**src/rtl/impact_wl_sequencer.sv**
```systemverilog
// Word-line sequencer for a 10-row SRAM bank: receives a serial 16-bit command,
// pulses one word line per row, and captures the bitline into RES.
module impact_wl_sequencer (
    input  logic       C,
    input  logic       R,
    input  logic       SI,
    input  logic       SE,
    input  logic       BL,
    input  logic       BLb,
    output logic [9:0] WL,
    output logic [9:0] RES,
    output logic       BUSY,
    output logic       DONE,
    output logic       ERR,
    output logic       INV
);

    typedef enum logic [1:0] {IDLE, SETUP, PULSE, GAP} state_t;

    state_t      state_q, state_d;
    logic [15:0] sr_q, sr_d;
    logic [4:0]  cnt_q, cnt_d;
    logic        se_q, se_d;
    logic        start_q, start_d;
    logic [3:0]  row_q, row_d;
    logic [7:0]  pw_q, pw_d;
    logic        sweep_q, sweep_d;
    logic [8:0]  pcnt_q, pcnt_d;
    logic        gap_q, gap_d;
    logic [9:0]  wl_q, wl_d;
    logic [9:0]  res_q, res_d;
    logic        busy_q, busy_d;
    logic        done_q, done_d;
    logic        err_q, err_d;
    logic        inv_q, inv_d;

    // Serial frame capture, command decode and row sequencing.
    always_comb begin
        state_d = state_q;
        sr_d    = sr_q;
        cnt_d   = cnt_q;
        se_d    = se_q;
        start_d = start_q;
        row_d   = row_q;
        pw_d    = pw_q;
        sweep_d = sweep_q;
        pcnt_d  = pcnt_q;
        gap_d   = gap_q;
        res_d   = res_q;
        done_d  = 1'b0;
        err_d   = err_q;
        inv_d   = inv_q;

        // The latch edge only queues the command; the FSM leaves IDLE one edge later.
        if (busy_q || start_q) begin
            cnt_d = 5'd0;
            se_d  = 1'b0;
        end else if (SE) begin
            sr_d  = {sr_q[14:0], SI};
            cnt_d = (cnt_q == 5'd16) ? 5'd16 : cnt_q + 5'd1;
            se_d  = 1'b1;
        end else if (se_q) begin
            se_d  = 1'b0;
            cnt_d = 5'd0;
            if (cnt_q != 5'd16) begin
                err_d = 1'b1;
            end else begin
                case (sr_q[15:14])
                    2'b00: begin
                        err_d = err_q;
                    end
                    2'b01: begin
                        if (sr_q[13:10] > 4'd9) begin
                            err_d = 1'b1;
                        end else begin
                            start_d = 1'b1;
                            row_d   = sr_q[13:10];
                            pw_d    = sr_q[9:2];
                            sweep_d = 1'b0;
                            err_d   = 1'b0;
                            inv_d   = 1'b0;
                        end
                    end
                    2'b10: begin
                        start_d = 1'b1;
                        row_d   = 4'd0;
                        pw_d    = sr_q[9:2];
                        sweep_d = 1'b1;
                        err_d   = 1'b0;
                        inv_d   = 1'b0;
                    end
                    default: begin
                        err_d = 1'b1;
                    end
                endcase
            end
        end else begin
            se_d = 1'b0;
        end

        case (state_q)
            IDLE: begin
                if (start_q) begin
                    state_d = SETUP;
                    start_d = 1'b0;
                end else begin
                    state_d = IDLE;
                end
            end
            SETUP: begin
                state_d = PULSE;
                pcnt_d  = 9'd0;
            end
            PULSE: begin
                if (pcnt_q == {1'b0, pw_q}) begin
                    state_d    = GAP;
                    gap_d      = 1'b0;
                    res_d[row_q] = BL;
                    if (BL == BLb) begin
                        inv_d = 1'b1;
                    end else begin
                        inv_d = inv_q;
                    end
                end else begin
                    pcnt_d = pcnt_q + 9'd1;
                end
            end
            GAP: begin
                if (!gap_q) begin
                    gap_d = 1'b1;
                end else if (sweep_q && (row_q != 4'd9)) begin
                    state_d = SETUP;
                    row_d   = row_q + 4'd1;
                end else begin
                    state_d = IDLE;
                    done_d  = 1'b1;
                end
            end
            default: begin
                state_d = IDLE;
            end
        endcase

        wl_d   = (state_d == PULSE) ? (10'd1 << row_d) : 10'd0;
        busy_d = (state_d != IDLE);
    end

    // State and output registers; reset clears everything immediately.
    always_ff @(posedge C or posedge R) begin
        if (R) begin
            state_q <= IDLE;
            sr_q    <= 16'd0;
            cnt_q   <= 5'd0;
            se_q    <= 1'b0;
            start_q <= 1'b0;
            row_q   <= 4'd0;
            pw_q    <= 8'd0;
            sweep_q <= 1'b0;
            pcnt_q  <= 9'd0;
            gap_q   <= 1'b0;
            wl_q    <= 10'd0;
            res_q   <= 10'd0;
            busy_q  <= 1'b0;
            done_q  <= 1'b0;
            err_q   <= 1'b0;
            inv_q   <= 1'b0;
        end else begin
            state_q <= state_d;
            sr_q    <= sr_d;
            cnt_q   <= cnt_d;
            se_q    <= se_d;
            start_q <= start_d;
            row_q   <= row_d;
            pw_q    <= pw_d;
            sweep_q <= sweep_d;
            pcnt_q  <= pcnt_d;
            gap_q   <= gap_d;
            wl_q    <= wl_d;
            res_q   <= res_d;
            busy_q  <= busy_d;
            done_q  <= done_d;
            err_q   <= err_d;
            inv_q   <= inv_d;
        end
    end

    assign WL   = wl_q;
    assign RES  = res_q;
    assign BUSY = busy_q;
    assign DONE = done_q;
    assign ERR  = err_q;
    assign INV  = inv_q;

endmodule

```
**config.mk**
```make
export PLATFORM = sky130hd
export DESIGN_NAME = impact_wl_sequencer
export DESIGN_NICKNAME = d
export VERILOG_FILES = /design/src/rtl/impact_wl_sequencer.sv
export SDC_FILE = /design/constraint.sdc
export NUM_CORES = 1
export LEC_CHECK = 0
export BUFFER_PORTS_ARGS = -buffer_cell sky130_fd_sc_hd__buf_4
export CAP_MARGIN = 20
export CORE_AREA = 2 2 91 93
export CTS_BUF_LIST = sky130_fd_sc_hd__clkbuf_8
export DETAILED_ROUTE_END_ITERATION = 8
export DIE_AREA = 0 0 93 95
export PLACE_DENSITY = 0.69
export SYNTH_ARGS = -nofsm -noshare
export SYNTH_HDL_FRONTEND = slang
export SYNTH_SLANG_ARGS = --single-unit
```
**constraint.sdc**
```tcl
create_clock -name C -period 3.85 [get_ports C]
set_input_delay 0.77 -clock C [delete_from_list [all_inputs] [get_ports C]]
set_output_delay 0.77 -clock C [all_outputs]
set_load 0.02 [all_outputs]
```
==> flow_metrics.env <==
export IMPL_cts_buffers=9
export IMPL_ys_ff_latch=72
export IMPL_synth_fa_ha_area_share_pct=4.819
export IMPL_path_cells="inv_1 -> ha_1 -> inv_1 -> nor4_1 -> buf_4 -> a211o_2 -> and4bb_2"
export IMPL_drv_cap=0
export IMPL_die_area_sq_um=8835
export IMPL_core_area_sq_um=7928
export IMPL_hpwl_microns=4934
export IMPL_r2r_slack_ns=1.51
export IMPL_drc=0
export IMPL_end_kind="flop"
export IMPL_criticalPathCategory="flop to flop"
export IMPL_dp_slack_ns=1.263
export IMPL_synth_compound_gate_area_share_pct=10.91
export IMPL_yosysSeqAreaShare_pct=49.57
export IMPL_slowest_stage="dfrtp_1"
export IMPL_netSwitchingFraction_pct=32.91
export IMPL_p_int_uw=1586
export IMPL_yosys_top_cells_count="dfrtp_1, mux2_2, nand2_1"
export IMPL_clock_fmax_mhz=426.9
export IMPL_synth_flop_cell="dfrtp_1"
export IMPL_reg2reg_depth=7
export IMPL_cp_start_kind="flop"
export IMPL_r2r_start="state_q[0]"
export IMPL_routed_wl_microns=6916
export IMPL_hold_viol_final=0
export IMPL_avgSynthCellArea_sq_um=11.58
export IMPL_fp_dieH_microns=95
export IMPL_cts_tree="yes"
export IMPL_timing_rr_end="WL[5]"
export IMPL_yosysMostFrequentCell="dfrtp_1"
export IMPL_cts_resized=0
export IMPL_clkTransAtPathRegs_ns=0.07
export IMPL_cpPeakStageDelay_ns=0.41
export IMPL_setup_tns_final_ns=0
export IMPL_worst_path_most_repeated_cell="inv_1"
export IMPL_synth_area_mux_share_pct=9.914
export IMPL_syn2layout_area_growth_pct=15.18
export IMPL_grt_overflow=0
export IMPL_async_flop_share_pct=100.0
export IMPL_cts_path_max_buffers=2
export IMPL_slew_limit_headroom_pct=34.84
export IMPL_portBuffers=29
export IMPL_ir_worst_vdd_mv=0.3354
export IMPL_postCtsSetupRepairBufs=0
export IMPL_power_density_nw_per_um2=564.5
export IMPL_ys_types=56
export IMPL_p_leak_uw=0.001857
export IMPL_tightest_slew_ns=0.9764
export IMPL_required_ns=4.10
export IMPL_combPwrFrac_pct=28.1
export IMPL_setup_ws_ns=1.508
export IMPL_crit_fanout=12
export IMPL_synth_nets=334
export IMPL_synth_top_area_cell="dfrtp_1"
export IMPL_final_min_clock_period_ns=2.342
export IMPL_io_pins=30
export IMPL_synth_edf_count=0
export IMPL_drt_wirelength_per_cell_microns=15.17
export IMPL_pwr_share_clk_pct=29.9
export IMPL_skew_ns=0.007989
export IMPL_first_pass_iters=4
export IMPL_start_util_pct=45.85
export IMPL_finalCritPeriodShare_pct=60.84
export IMPL_antenna_found_initial=0
export IMPL_grt_pass1_wl_microns=11990
export IMPL_synth_top_area_share_pct=49.57
export IMPL_hold_buffers=0
export IMPL_num_rows=33
export IMPL_cts_sinks=72
export IMPL_switchingPower_uw=777.8
export IMPL_syn_area_sq_um=3635
export IMPL_design_area_sq_um=4187
export IMPL_rsz0062_at_grt="false"
export IMPL_synth_cells=314
export IMPL_worst_skew_pair_late_latency_ns=0.36
export IMPL_placed_cell_area_sq_um=3948
export IMPL_slew_violations=0
export IMPL_vias=2492
export IMPL_crit_arrival_ns=2.59
export IMPL_nFillCells=728
export IMPL_power_uw=2363
export IMPL_seqPwrFrac_pct=42.1
export IMPL_grt_pass1_vias=2412
export IMPL_gp_congestion=0.8655
export IMPL_synth_top_family_by_area="simple AND/OR/NAND/NOR gates"
export IMPL_status="finished, final reports clean"
export IMPL_final_nets=366
export IMPL_setup_viol=0
export IMPL_cts_root_buf="clkbuf_8"
export IMPL_synth_top_cells_by_area="dfrtp_1, mux2_2, ha_1, xnor2_1, nand3_1"
export IMPL_synth_xor_area_share_pct=2.651
export IMPL_htreeDepth=3
export IMPL_min_path_type="input port to asynchronous set/reset pin"
export IMPL_grt_max_degree=52
export IMPL_synth_simple_area_share_pct=18.66
export IMPL_die_w_microns=93
export IMPL_drtIter0Drc=102
export IMPL_postRouteAntennaNets=0
export IMPL_synth_warnings=0
export IMPL_drive_gt1_share_pct=27.64
export IMPL_track_usage_pct=17.65
export IMPL_n_antenna_cell=0
export IMPL_avgViaCountPerCell=5.465
==> power groups by stage <==
stage          Clock, uW  Combinational (uW)  Sequential, uW
3_3_place_gp           0                 655            1000
4_1_cts              727                 666             996
6_report             706                 663             994
5_1_grt              764                 740            1020
2_1_floorplan          0                 470            1000
3_5_place_dp           0                 664            1010
==> sequential cells by signal, summed over array words and instances (netlist names), 2 cells and up <==
signal	cells
WL	10
pcnt_q	9
pw_q	8
RES	10
cnt_q	5
row_q	4
sr_q	16
state_q	2
==> layout make-up <==
| class | count | area (sq um) | share of cell area [%] |
|---|---|---|---|
| well taps | 105 | 131.4 | 3.138 |
| clock inverters | 4 | 73.82 | 1.763 |
| inverters | 16 | 60.06 | 1.435 |
| multi-input cells | 214 | 1707 | 40.77 |
| repair buffers | 33 | 247.7 | 5.918 |
| clock buffers | 12 | 165.2 | 3.945 |
| flip-flops and latches | 72 | 1802 | 43.04 |
==> worst max-delay path: cells and delay by family (launching register included) <==
kind / cells / cell delay [ns]
buffers and inverters: 3 / 0.55
adders and majority gates: 1 / 0.41
AOI/OAI and AO/OA: 1 / 0.26
DFF: 1 / 0.41
and+or+nand+nor: 2 / 0.58
==> routing by layer <==
layer / share of wire, % / vias up / track usage [%]
li1: - / 1226 / -
met1: 48 / 1200 / 23.82
met2: 46 / 51 / 26.39
met3: 4.7 / 15 / 5.666
met4: 1.8 / 0 / 7.230
met5: 0 / - / 0
==> cells in the final DEF, fill, tap and decap left out, types with 3 or more instances in the layout <==
cell      instances
a22o_1            7
nor4b_1           4
a31oi_1           4
o21ai_0          12
clkbuf_8         12
ha_1             14
nand2_1          17
or4_1             3
or2_2             3
nor2b_1           7
a21oi_1           4
mux2_2           30
nand3_1          14
xnor2_1          10
nand2b_1          7
nor2_1            9
a211oi_1          3
dfrtp_1          72
nand4_1           8
inv_1            15
o211ai_1          4
buf_4            33
nor4b_2           4
nor3_1            6
==> kinds of logic (layout without fill, tap and decap cells) <==
kind of cell,after synthesis,count (layout)
AND/OR/NAND/NOR,103,103
buffers and inverters,28,65
flip-flops,72,72
XOR/XNOR,11,11
AO/OA/AOI/OAI,54,54
adder cells (fa/ha/maj),14,14
multiplexers,32,32
==> stage by stage <==
step | hold slack, ns | instances | util, %
finish | 0.4314 | 456 | 52.81
global route | 0.4544 | 456 | 52.81
CTS | 0.4296 | 456 | 52.81
detailed placement | 0.4836 | 440 | 49.79
floorplan | 0.4538 | 314 | -
global placement | 0.4753 | 440 | 49.79
==> worst max-delay path by stage <==
stage / start / slack (ns) / to / depth (start not counted)
6_report: state_q[0] / 1.51 / WL[5] / 7
5_1_grt: state_q[0] / 1.37 / WL[5] / 7
4_1_cts: state_q[0] / 1.54 / WL[5] / 7
3_5_place_dp: SE / 1.26 / WL[5] / 6
3_3_place_gp: SE / 1.33 / WL[5] / 6
2_1_floorplan: R / 1.26 / BUSY / 1
Note: power is estimated with default switching activity, not from simulation.
